--- src/rtl/prefetch_pkg.sv ---
// prefetch_pkg
// Shared definitions for the code prefetch sequencer:
//   fetch_state_t          fetch FSM state encoding (IDLE, FETCH, DISCARD)
//   DEFAULT_RESET_ADDRESS  first fetch address after reset
//   WORD_BYTES             size of one code word in bytes
//   queue_entry_t          {address, data} pair stored per queue entry
//   word_align()           clears the byte-offset bits of a linear address
package prefetch_pkg;

  typedef enum logic [1:0] {
    IDLE    = 2'd0,
    FETCH   = 2'd1,
    DISCARD = 2'd2
  } fetch_state_t;

  localparam logic [31:0] DEFAULT_RESET_ADDRESS = 32'hFFFF_FFF0;
  localparam logic [31:0] WORD_BYTES            = 32'd4;

  typedef struct packed {
    logic [31:0] address;
    logic [31:0] data;
  } queue_entry_t;

  function automatic logic [31:0] word_align(input logic [31:0] address);
    return address & ~(WORD_BYTES - 32'd1);
  endfunction

endpackage

--- src/rtl/prefetch_if.sv ---
// prefetch_if
// Bundles the flush, bus-interface-unit code port and decoder queue port of
// the prefetch unit.
//   master modport : the prefetch unit (drives o_* signals)
//   slave modport  : the surrounding core / BIU / decoder (drives i_* signals)
// Parameter QUEUE_DEPTH sizes o_queue_count to $clog2(QUEUE_DEPTH)+1 bits.
interface prefetch_if #(
  parameter int QUEUE_DEPTH = 4
) ();

  localparam int COUNT_W = $clog2(QUEUE_DEPTH) + 1;

  logic               i_flush;
  logic [31:0]        i_flush_address;
  logic               o_code_vaild;
  logic               i_code_ready;
  logic [31:0]        o_code_address;
  logic [31:0]        i_code_data_read;
  logic               o_queue_vaild;
  logic               i_queue_ready;
  logic [31:0]        o_queue_data;
  logic [31:0]        o_queue_address;
  logic [COUNT_W-1:0] o_queue_count;

  modport master (
    input  i_flush, i_flush_address, i_code_ready, i_code_data_read, i_queue_ready,
    output o_code_vaild, o_code_address, o_queue_vaild, o_queue_data,
           o_queue_address, o_queue_count
  );

  modport slave (
    output i_flush, i_flush_address, i_code_ready, i_code_data_read, i_queue_ready,
    input  o_code_vaild, o_code_address, o_queue_vaild, o_queue_data,
           o_queue_address, o_queue_count
  );

endinterface

--- src/rtl/prefetch_queue.sv ---
// prefetch_queue
// Circular buffer of fetched code words, each stored with its address.
//   i_clock, i_reset : clock, asynchronous active-high reset
//   flush            : empties the queue (priority over push and pop)
//   push, push_entry : write one {address, data} entry at the tail
//   pop              : drop the head entry; ignored while empty
//   head_valid       : queue holds at least one entry
//   head_entry       : head {address, data}, straight from storage
//   count            : number of occupied entries
module prefetch_queue
  import prefetch_pkg::*;
#(
  parameter int DEPTH = 4
) (
  input  logic                     i_clock,
  input  logic                     i_reset,
  input  logic                     flush,
  input  logic                     push,
  input  queue_entry_t             push_entry,
  input  logic                     pop,
  output logic                     head_valid,
  output queue_entry_t             head_entry,
  output logic [$clog2(DEPTH):0]   count
);

  localparam int PTR_W   = $clog2(DEPTH);
  localparam int COUNT_W = PTR_W + 1;

  queue_entry_t       mem [DEPTH];
  logic [PTR_W-1:0]   rd_ptr;
  logic [PTR_W-1:0]   wr_ptr;
  logic [COUNT_W-1:0] count_q;
  logic               do_pop;
  logic               do_push;

  // A push into a full queue is only legal when the head leaves on the same edge.
  assign do_pop  = pop && (count_q != '0);
  assign do_push = push && ((count_q != COUNT_W'(DEPTH)) || do_pop);

  // Storage, pointers and occupancy; pointers wrap naturally since DEPTH is a power of two.
  always_ff @(posedge i_clock or posedge i_reset) begin
    if (i_reset) begin
      rd_ptr  <= '0;
      wr_ptr  <= '0;
      count_q <= '0;
      for (int i = 0; i < DEPTH; i++) begin
        mem[i] <= '0;
      end
    end else if (flush) begin
      rd_ptr  <= '0;
      wr_ptr  <= '0;
      count_q <= '0;
    end else begin
      if (do_push) begin
        mem[wr_ptr] <= push_entry;
        wr_ptr      <= wr_ptr + 1'b1;
      end
      if (do_pop) begin
        rd_ptr <= rd_ptr + 1'b1;
      end
      case ({do_push, do_pop})
        2'b10:   count_q <= count_q + 1'b1;
        2'b01:   count_q <= count_q - 1'b1;
        default: count_q <= count_q;
      endcase
    end
  end

  assign head_valid = (count_q != '0);
  assign head_entry = mem[rd_ptr];
  assign count      = count_q;

endmodule

--- src/rtl/prefetch_unit.sv ---
// prefetch_unit
// Code prefetch sequencer in front of the BIU code port. Issues sequential
// word fetches while the queue has room, queues returned words with their
// addresses and hands them to the decoder with a valid/ready handshake.
// A flush empties the queue, drops any in-flight result and restarts
// fetching at the new address.
//   i_clock, i_reset : clock, asynchronous active-high reset
//   bus (master)     : flush inputs, BIU code port, decoder queue port
// Parameters: QUEUE_DEPTH (power of two, >= 2), RESET_ADDRESS.
// Optional feature macro PREFETCH_BYPASS_EN: forwards a returning word
// straight to the decoder outputs when the queue is empty.
module prefetch_unit
  import prefetch_pkg::*;
#(
  parameter int          QUEUE_DEPTH   = 4,
  parameter logic [31:0] RESET_ADDRESS = DEFAULT_RESET_ADDRESS
) (
  input  logic       i_clock,
  input  logic       i_reset,
  prefetch_if.master bus
);

  localparam int COUNT_W = $clog2(QUEUE_DEPTH) + 1;

  fetch_state_t       state;
  logic [31:0]        fetch_ptr;
  logic [31:0]        code_address;
  logic               accept_word;
  logic               push_store;
  logic               pop;
  logic               q_valid;
  queue_entry_t       q_head;
  logic [COUNT_W-1:0] q_count;

  // A returning word is kept only if it belongs to a live (not discarded) fetch
  // and no flush arrives in the same cycle.
  assign accept_word = (state == FETCH) && bus.i_code_ready && !bus.i_flush;
  assign pop         = q_valid && bus.i_queue_ready;

`ifdef PREFETCH_BYPASS_EN
  logic bypass_hit;
  // Empty queue: the returning word is shown to the decoder immediately, and
  // is only written if the decoder does not take it in that same cycle.
  assign bypass_hit = accept_word && (q_count == '0);
  assign push_store = accept_word && !(bypass_hit && bus.i_queue_ready);
`else
  assign push_store = accept_word;
`endif

  prefetch_queue #(
    .DEPTH (QUEUE_DEPTH)
  ) u_queue (
    .i_clock    (i_clock),
    .i_reset    (i_reset),
    .flush      (bus.i_flush),
    .push       (push_store),
    .push_entry ('{address: code_address, data: bus.i_code_data_read}),
    .pop        (pop),
    .head_valid (q_valid),
    .head_entry (q_head),
    .count      (q_count)
  );

  // Fetch FSM. Only one fetch is ever outstanding, and IDLE only starts a new
  // one when the queue has a free slot for its result. A flush during FETCH
  // cannot cancel the bus cycle, so DISCARD waits for it to finish.
  always_ff @(posedge i_clock or posedge i_reset) begin
    if (i_reset) begin
      state        <= IDLE;
      fetch_ptr    <= word_align(RESET_ADDRESS);
      code_address <= word_align(RESET_ADDRESS);
    end else begin
      case (state)
        IDLE: begin
          if (bus.i_flush) begin
            fetch_ptr <= word_align(bus.i_flush_address);
          end else if (q_count < COUNT_W'(QUEUE_DEPTH)) begin
            state        <= FETCH;
            code_address <= fetch_ptr;
          end
        end
        FETCH: begin
          if (bus.i_flush) begin
            fetch_ptr <= word_align(bus.i_flush_address);
            state     <= bus.i_code_ready ? IDLE : DISCARD;
          end else if (bus.i_code_ready) begin
            fetch_ptr <= fetch_ptr + WORD_BYTES;
            state     <= IDLE;
          end
        end
        DISCARD: begin
          if (bus.i_flush) begin
            fetch_ptr <= word_align(bus.i_flush_address);
          end
          if (bus.i_code_ready) begin
            state <= IDLE;
          end
        end
        default: state <= IDLE;
      endcase
    end
  end

  // Dropped in the completion cycle so the BIU never sees a stale request.
  assign bus.o_code_vaild   = (state == FETCH) && !bus.i_code_ready;
  assign bus.o_code_address = code_address;
  assign bus.o_queue_count  = q_count;

`ifdef PREFETCH_BYPASS_EN
  assign bus.o_queue_vaild   = q_valid || bypass_hit;
  assign bus.o_queue_data    = bypass_hit ? bus.i_code_data_read : q_head.data;
  assign bus.o_queue_address = bypass_hit ? code_address : q_head.address;
`else
  assign bus.o_queue_vaild   = q_valid;
  assign bus.o_queue_data    = q_head.data;
  assign bus.o_queue_address = q_head.address;
`endif

endmodule

--- src/flat_wrapper.sv ---
// flat-port wrapper written by rule: the top's interface ports become plain ports
module prefetch_unit_flat import prefetch_pkg::*;
#(
  parameter int          QUEUE_DEPTH   = 4,
  parameter logic [31:0] RESET_ADDRESS = DEFAULT_RESET_ADDRESS
)
  (i_clock, i_reset, bus_i_flush, bus_i_flush_address, bus_i_code_ready, bus_i_code_data_read, bus_i_queue_ready, bus_o_code_vaild, bus_o_code_address, bus_o_queue_vaild, bus_o_queue_data, bus_o_queue_address, bus_o_queue_count);
  prefetch_if #(.QUEUE_DEPTH(QUEUE_DEPTH)) bus_i ();
  input  logic i_clock;
  input  logic i_reset;
  input wire logic [$bits(bus_i.i_flush)-1:0] bus_i_flush;
  input wire logic [$bits(bus_i.i_flush_address)-1:0] bus_i_flush_address;
  input wire logic [$bits(bus_i.i_code_ready)-1:0] bus_i_code_ready;
  input wire logic [$bits(bus_i.i_code_data_read)-1:0] bus_i_code_data_read;
  input wire logic [$bits(bus_i.i_queue_ready)-1:0] bus_i_queue_ready;
  output wire logic [$bits(bus_i.o_code_vaild)-1:0] bus_o_code_vaild;
  output wire logic [$bits(bus_i.o_code_address)-1:0] bus_o_code_address;
  output wire logic [$bits(bus_i.o_queue_vaild)-1:0] bus_o_queue_vaild;
  output wire logic [$bits(bus_i.o_queue_data)-1:0] bus_o_queue_data;
  output wire logic [$bits(bus_i.o_queue_address)-1:0] bus_o_queue_address;
  output wire logic [$bits(bus_i.o_queue_count)-1:0] bus_o_queue_count;
  assign bus_i.i_flush = bus_i_flush;
  assign bus_i.i_flush_address = bus_i_flush_address;
  assign bus_i.i_code_ready = bus_i_code_ready;
  assign bus_i.i_code_data_read = bus_i_code_data_read;
  assign bus_i.i_queue_ready = bus_i_queue_ready;
  assign bus_o_code_vaild = bus_i.o_code_vaild;
  assign bus_o_code_address = bus_i.o_code_address;
  assign bus_o_queue_vaild = bus_i.o_queue_vaild;
  assign bus_o_queue_data = bus_i.o_queue_data;
  assign bus_o_queue_address = bus_i.o_queue_address;
  assign bus_o_queue_count = bus_i.o_queue_count;
  prefetch_unit #(.QUEUE_DEPTH(QUEUE_DEPTH), .RESET_ADDRESS(RESET_ADDRESS)) u_core (.i_clock(i_clock), .i_reset(i_reset), .bus(bus_i));
endmodule
--- config.mk ---
export PLATFORM = sky130hd
export DESIGN_NAME = prefetch_unit_flat
export DESIGN_NICKNAME = d
export VERILOG_FILES = /design/src/rtl/prefetch_pkg.sv /design/src/rtl/prefetch_if.sv /design/src/rtl/prefetch_queue.sv /design/src/rtl/prefetch_unit.sv /design/src/flat_wrapper.sv
export SDC_FILE = /design/constraint.sdc
export NUM_CORES = 1
export LEC_CHECK = 0
export ABC_AREA = 0
export CORE_ASPECT_RATIO = 0.5
export CORE_MARGIN = 8
export CORE_UTILIZATION = 55
export CTS_BUF_LIST = sky130_fd_sc_hd__clkbuf_4
export DETAILED_ROUTE_END_ITERATION = 8
export PLACE_DENSITY = 0.82
export SLEW_MARGIN = 20
export SYNTH_ARGS = -nofsm -noshare
export SYNTH_HDL_FRONTEND = slang
export SYNTH_SLANG_ARGS = --single-unit
--- constraint.sdc ---
create_clock -name i_clock -period 17 [get_ports i_clock]
set_input_delay 5.1 -clock i_clock [delete_from_list [all_inputs] [get_ports i_clock]]
set_output_delay 5.1 -clock i_clock [all_outputs]
set_load 0.02 [all_outputs]
==> results of run 1 <==
cells by family after synthesis:
family / count (synthesis)
adder cells (fa/ha/maj): 6
XOR/XNOR: 4
buffers and inverters: 82
multiplexers: 342
flip-flops: 317
AND/OR/NAND/NOR: 146
AO/OA/AOI/OAI: 86
other: 1
registers in the layout, summed over array words and instances (netlist names):
name	count
u_core.u_queue.mem	248
u_core.bus.o_code_address	30
u_core.fetch_ptr	30
u_core.u_queue.count	3
u_core.state	2
u_core.u_queue.rd_ptr	2
u_core.u_queue.wr_ptr	2
critical path: cells and delay by family:
| kind | cells | cell delay [ns] |
|---|---|---|
| buf+inv | 2 | 1.15 |
| simple gates | 1 | 0.22 |
per-layer routing:
metal / vias to the layer above / track usage (%) / wire length [µm]
met2: 235 / 35.48 / 17310
met3: 56 / 4.490 / 1422
met1: 4809 / 27.90 / 14680
met4: 0 / 7.883 / 886
li1: 4136 / - / -
met5: - / 0 / 0
final cells by class:
type / instances / share of cell area [%]
Sequential cell: 317 / 46.33
Multi-Input combinational cell: 588 / 35.40
Timing Repair Buffer: 172 / 9.853
Clock buffer: 111 / 4.822
Tap cell: 352 / 2.548
Clock inverter: 20 / 0.7674
Inverter: 10 / 0.2606
Antenna cell: 1 / 0.01448
cells in the final DEF, fill, tap and decap left out, types with 5 or more instances in the layout:
cell type / count
nor3_1: 12
mux2_2: 278
nand4_1: 15
clkinv_1: 16
dfrtp_1: 259
inv_1: 8
clkdlybuf4s50_1: 163
clkbuf_4: 111
o32ai_1: 6
a2bb2oi_1: 6
and4_1: 8
a211oi_1: 5
nand2_1: 31
buf_4: 8
o22ai_1: 6
ha_1: 5
o21ai_0: 9
and3_1: 6
a21oi_1: 20
dfstp_2: 56
nor4_1: 10
a311oi_1: 5
nor2_1: 21
o211ai_1: 8
mux4_2: 62
nand3_1: 19
per-stage QoR:
step | cell area [µm²] | util [%] | hold WS (ns)
2_1_floorplan | 14620 | - | 0.4738
3_3_place_gp | 16310 | 62.08 | 0.4813
3_5_place_dp | 16310 | 62.08 | 0.4881
4_1_cts | 17280 | 65.75 | 0.5023
5_1_grt | 17280 | 65.78 | 0.5096
6_report | 17280 | 65.78 | 0.5007
cell usage after synthesis (2+ instances only):
library cell and number:
nand2_1 31, and4_1 8, nor2b_1 2, o211ai_1 8, xnor2_1 2, dfstp_2 56
or3_1 3, a311oi_1 5, nand2_2 4, nand2b_1 2, xor2_1 2, mux2i_1 2
nor4_1 11, and3_1 6, buf_6 25, and2_1 4, nand4_1 15, mux2_2 278
o21ai_0 9, o22ai_1 6, a2bb2oi_1 6, mux4_2 62, nor3_1 12, inv_1 9
ha_1 5, nor2_1 21, o32ai_1 6, buf_2 17, buf_1 5, o311a_1 2
a32oi_1 2, or4_1 3, buf_4 4, a31oi_1 4, nand3_1 19, o2111ai_1 2
a41o_1 2, dfrtp_1 261, a211oi_1 5, clkbuf_1 21, a21oi_1 20
power by group through the flow:
stage | clock, mW | sequential [mW] | combinational [mW]
global route | 0.688 | 1.07 | 0.671
detailed placement | 0 | 1.06 | 0.641
CTS | 0.650 | 1.05 | 0.643
global placement | 0 | 1.04 | 0.627
finish | 0.629 | 1.05 | 0.632
floorplan | 0 | 1.04 | 0.364
worst max path at each step:
stage          depth (start not counted)  slack [ns]              from                                  endpoint
4_1_cts                                3        5.42  bus_i_code_ready                          bus_o_code_vaild
3_5_place_dp                           3        5.43  bus_i_code_ready                          bus_o_code_vaild
3_3_place_gp                           3        5.46  bus_i_code_ready                          bus_o_code_vaild
2_1_floorplan                          1        3.22           i_reset  u_core.bus.o_code_address[2]$_DFFE_PP0P_
6_report                               3        5.42  bus_i_code_ready                          bus_o_code_vaild
5_1_grt                                3        5.33  bus_i_code_ready                          bus_o_code_vaild
==> impl_metrics.env, run 1 <==
export IMPL_outcome="completed"
export IMPL_hold_depth=1
export IMPL_hp_class="register to register"
export IMPL_core_area_um2=26280
export IMPL_path_cells="clkdlybuf4s50_1 -> nor3b_1 -> clkdlybuf4s50_1"
export IMPL_worstHoldStart="u_core.u_queue.mem[19]$_DFFE_PP0P_"
export IMPL_drc=0
export IMPL_cts_buffer_depth=3
export IMPL_fmax_ghz=0.08638
export IMPL_ys_ff_latch=317
export IMPL_cpMaxStageDelayCell="clkdlybuf4s50_1"
export IMPL_place_ws_ns=5.433
export IMPL_io_buffers=163
export IMPL_p_sw_mw=0.6993
export IMPL_layout_nets=1238
export IMPL_power_frac_comb_pct=27.4
export IMPL_worst_setup_path_type="input pin to output pin"
export IMPL_seq_area_um2=8008
export IMPL_track_usage_pct=21.49
export IMPL_vias=9236
export IMPL_clock_sinks=317
export IMPL_finalSetupViolCount=0
export IMPL_cp_max_fo=6
export IMPL_wl_per_cell_um=21.83
export IMPL_grt_max_degree=116
export IMPL_first_global_vias=10140
export IMPL_worstMarginPinSlew_ns=1.108
export IMPL_antenna_found_initial=1
export IMPL_cts_resized=0
export IMPL_crit_arrival_ns=6.48
export IMPL_skew_ns=0.04049
export IMPL_period_share_pct=68.10
export IMPL_ys_types=58
export IMPL_drt_initial_drc_count=581
export IMPL_layoutNonFillerInstCount=1571
export IMPL_synth_largest_area_cell="dfrtp_1"
export IMPL_p_int_mw=1.612
export IMPL_yosys_area_share_xor_xnor_pct=0.2398
export IMPL_gp_congestion=0.9098
export IMPL_muxShareOfSynthArea_pct=31.13
export IMPL_hold_viol_final=0
export IMPL_p_leak_nw=7.585
export IMPL_setup_tns_ns=0
export IMPL_yosysSeqAreaShare_pct=54.79
export IMPL_nFillCells=1914
export IMPL_timing_rr_start="u_core.state[1]$_DFFE_PP0P_"
export IMPL_min_period_ns=11.58
export IMPL_hpwlAfterDp_mm=21.53
export IMPL_io_pins=170
export IMPL_r2r_cells=4
export IMPL_powerDensity_nw_per_um2=133.7
export IMPL_routed_wl_mm=34.30
export IMPL_via_per_inst=5.879
export IMPL_numCtsBuffers=74
export IMPL_synthSimpleGateAreaFrac_pct=5.337
export IMPL_rows=42
export IMPL_reg2reg_setup_slack_ns=13.95
export IMPL_multi_input_area_um2=6118
export IMPL_drive_above_1_share_pct=43.84
export IMPL_synth_area_leaders="dfrtp_1 (45%), mux2_2 (21%), dfstp_2 (10%)"
export IMPL_cts_tree="yes"
export IMPL_seq_power_share_pct=45.4
export IMPL_synth_top_family_by_area="multiplexers"
export IMPL_dieArea_um2=32340
export IMPL_dp_cells=1439
export IMPL_slew_headroom_pct=26.13
export IMPL_ir_worst_vdd_v=0.00006888
export IMPL_swShare_pct=30.26
export IMPL_cp_end_kind="output pin"
export IMPL_syn_cell_area_um2=14610
export IMPL_slew_viol_final=0
export IMPL_start_util_pct=55.59
export IMPL_h_tree_depth=3
export IMPL_clkSlewWorstSetupHoldPaths_ns=0.07
export IMPL_synth_compound_area_share_pct=4.274
export IMPL_synthFlopType="dfrtp_1"
export IMPL_die_w_um=246.5
export IMPL_cts_setup_buffers=0
export IMPL_total_power_mw=2.311
export IMPL_fin_ws_ns=5.424
export IMPL_rsz0062_at_grt="false"
export IMPL_cp_slowest_stage_delay_ns=0.64
export IMPL_cp_data_required_time_ns=11.90
export IMPL_maxCapViolations=0
export IMPL_crit_top_cell="clkdlybuf4s50_1"
export IMPL_worst_setup_path_start_kind="input pin"
export IMPL_areaGrowthSynthToFinish_pct=18.32
export IMPL_yosysWarnings=0
export IMPL_syn_inst=984
export IMPL_post_synth_cell_area_avg_um2=14.84
export IMPL_clock_latency_ns=0.72
export IMPL_synth_edf_count=0
export IMPL_pwr_share_clk_pct=27.2
export IMPL_synth_top_area_share_pct=44.71
export IMPL_grt_pass1_wl_mm=55.84
export IMPL_drt_first_pass_iters=6
export IMPL_synthAdderAreaFrac_pct=0.5654
export IMPL_min_to="u_core.u_queue.mem[19]$_DFFE_PP0P_"
export IMPL_grt_ovfl_total=0
export IMPL_async_flop_share_pct=100.0
export IMPL_cts_root_buf="clkbuf_4"
export IMPL_r2r_end="u_core.u_queue.mem[22]$_DFFE_PP0P_"
export IMPL_die_y_um=131.2
export IMPL_hold_buffers=0
export IMPL_ant_nets=0
(Power assumes the default switching activity.)
==> inputs of run 2 (changes only) <==
--- a/config.mk
+++ b/config.mk
@@ -8,7 +8,7 @@
 export ABC_AREA = 0
 export CORE_ASPECT_RATIO = 0.5
 export CORE_MARGIN = 8
-export CORE_UTILIZATION = 55
+export CORE_UTILIZATION = 53
 export CTS_BUF_LIST = sky130_fd_sc_hd__clkbuf_4
 export DETAILED_ROUTE_END_ITERATION = 8
 export PLACE_DENSITY = 0.82
==> constraint.sdc (replaced) <==
create_clock -name i_clock -period 9.83 [get_ports i_clock]
set_input_delay 2.949 -clock i_clock [delete_from_list [all_inputs] [get_ports i_clock]]
set_output_delay 2.949 -clock i_clock [all_outputs]
set_load 0.02 [all_outputs]
==> run 2 against run 1 <==
Against the previous run:
- largest power group unchanged
- clock power increased by 70%
- sequential cell count stayed put
- critical endpoint unchanged
- setup slack got worse by 2.9 ns
- non-clock buffer count stayed put
- wire length is 0.22% lower
- sequential power up 72%
==> impl_metrics.env, run 2 (same netlist as run 1, synthesis figures left out) <==
export IMPL_worstMarginPinSlew_ns=1.109
export IMPL_drt_initial_drc_count=619
export IMPL_grt_max_degree=88
export IMPL_period_share_pct=74.38
export IMPL_fin_ws_ns=2.518
export IMPL_cp_end_kind="output pin"
export IMPL_numCtsBuffers=75
export IMPL_worst_setup_path_type="input pin to output pin"
export IMPL_vias=9306
export IMPL_total_power_mw=3.983
export IMPL_clock_latency_ns=0.75
export IMPL_p_sw_mw=1.215
export IMPL_track_usage_pct=20.67
export IMPL_fin_hold_ws_ns=0.5000
export IMPL_ir_worst_vdd_v=0.00008916
export IMPL_cp_data_required_time_ns=6.88
export IMPL_cts_root_buf="clkbuf_4"
export IMPL_setup_tns_ns=0
export IMPL_antenna_found_initial=2
export IMPL_cts_buffer_depth=3
export IMPL_hpwlAfterDp_mm=21.63
export IMPL_finalSetupViolCount=0
export IMPL_io_pins=170
export IMPL_hp_class="register to register"
export IMPL_via_per_inst=5.871
export IMPL_pwr_share_clk_pct=26.9
export IMPL_nFillCells=2033
export IMPL_powerDensity_nw_per_um2=230.4
export IMPL_grt_ovfl_total=0
export IMPL_cts_resized=0
export IMPL_wl_per_cell_um=21.59
export IMPL_p_int_mw=2.768
export IMPL_slew_headroom_pct=26.09
export IMPL_largest_register="u_core.u_queue.mem"
export IMPL_die_w_um=250.8
export IMPL_rsz0062_at_grt="false"
export IMPL_routed_wl_mm=34.22
export IMPL_die_y_um=133.4
export IMPL_gp_congestion=0.8787
export IMPL_rows=43
export IMPL_final_cell_mix="mux2_2 (278), dfrtp_1 (259), clkdlybuf4s50_1 (163)"
export IMPL_clock_sinks=317
export IMPL_min_period_ns=7.312
export IMPL_worst_setup_path_start_kind="input pin"
export IMPL_cts_setup_buffers=0
export IMPL_core_area_um2=27390
export IMPL_grt_pass1_wl_mm=55.30
export IMPL_drc=0
export IMPL_areaGrowthSynthToFinish_pct=18.35
export IMPL_hold_viol_final=0
export IMPL_dieArea_um2=33450
export IMPL_cp_max_fo=6
export IMPL_drive_above_1_share_pct=44.24
export IMPL_slew_viol_final=0
export IMPL_swShare_pct=30.50
export IMPL_outcome="completed"
export IMPL_h_tree_depth=3
export IMPL_layout_nets=1239
export IMPL_ant_nets=0
export IMPL_largest_reg_flops=248
export IMPL_skew_ns=0.04702
export IMPL_clkSlewWorstSetupHoldPaths_ns=0.06
export IMPL_first_global_vias=10220
export IMPL_seq_power_share_pct=45.5
export IMPL_power_frac_comb_pct=27.6
export IMPL_fmax_ghz=0.1368
export IMPL_p_leak_nw=7.592
export IMPL_drt_first_pass_iters=5
export IMPL_io_buffers=163
export IMPL_final_common_cell="mux2_2"
export IMPL_maxCapViolations=0
export IMPL_crit_arrival_ns=4.36
export IMPL_place_ws_ns=2.520
export IMPL_hold_buffers=0
export IMPL_cts_tree="yes"
export IMPL_start_util_pct=53.34
export IMPL_fin_util_pct=63.12
## run 2: changes by cell type in the layout (fill, tap and decap cells not counted), moves of 2 or more
cell       before  now
clkinv_1       16   13
clkbuf_4      111  119
bufinv_16       2    0
inv_2           1    4
## run 2: path summary, 6_finish.rpt
check                                                       end  cells past startpoint                               start  slack (ns)
max reg2reg                 u_core.u_queue.mem[213]$_DFFE_PP0P_                      4         u_core.state[1]$_DFFE_PP0P_        6.81
min reg2reg                  u_core.u_queue.mem[30]$_DFFE_PP0P_                      1  u_core.u_queue.mem[30]$_DFFE_PP0P_        0.50
min in group asynchronous   u_core.u_queue.mem[253]$_DFFE_PP0P_                      2                             i_reset        2.55
max in group asynchronous  u_core.u_queue.rd_ptr[1]$_DFFE_PP0P_                      3                             i_reset        5.92
min                          u_core.u_queue.mem[30]$_DFFE_PP0P_                      1  u_core.u_queue.mem[30]$_DFFE_PP0P_        0.50
max                                            bus_o_code_vaild                      3                    bus_i_code_ready        2.52
## run 2: through the flow
step           std cells  area, µm²
3_5_place_dp        1447      16310
6_report            1585      17290
5_1_grt             1585      17290
3_3_place_gp        1447      16310
2_1_floorplan        987      14620
4_1_cts             1583      17270
## run 2: final cells by class
| cell class | instances | area (µm²) | area share, % |
|---|---|---|---|
| flip-flops and latches | 317 | 8010 | 46.34 |
| inverters | 10 | 41.29 | 0.2389 |
| diodes | 2 | 5.005 | 0.02895 |
| clock inverters | 17 | 67.56 | 0.3909 |
| clock buffers | 119 | 893.4 | 5.168 |
| well taps | 360 | 450.4 | 2.606 |
| repair buffers | 172 | 1707 | 9.873 |
| multi-input cells | 588 | 6112 | 35.36 |
## run 2: power by group through the flow
stage               clock [mW]  sequential, mW  combinational, mW
finish                    1.07            1.81               1.10
global route              1.17            1.85               1.16
CTS                       1.10            1.81               1.12
detailed placement           0            1.84               1.11
global placement             0            1.80               1.09
floorplan                    0            1.81              0.630
## run 2: critical path, stage by stage
cell and delay, ns:
clkdlybuf4s50_1 0.52, nor3b_1 0.25, clkdlybuf4s50_1 0.65
## run 2: layer usage
layer / share of wire (%) / wire, µm / GRT usage [%]
met4: 2.6 / 888 / 8.336
met5: 0 / 0 / 0
met1: 42 / 14530 / 25.31
met3: 4.2 / 1444 / 4.860
met2: 51 / 17360 / 35.28
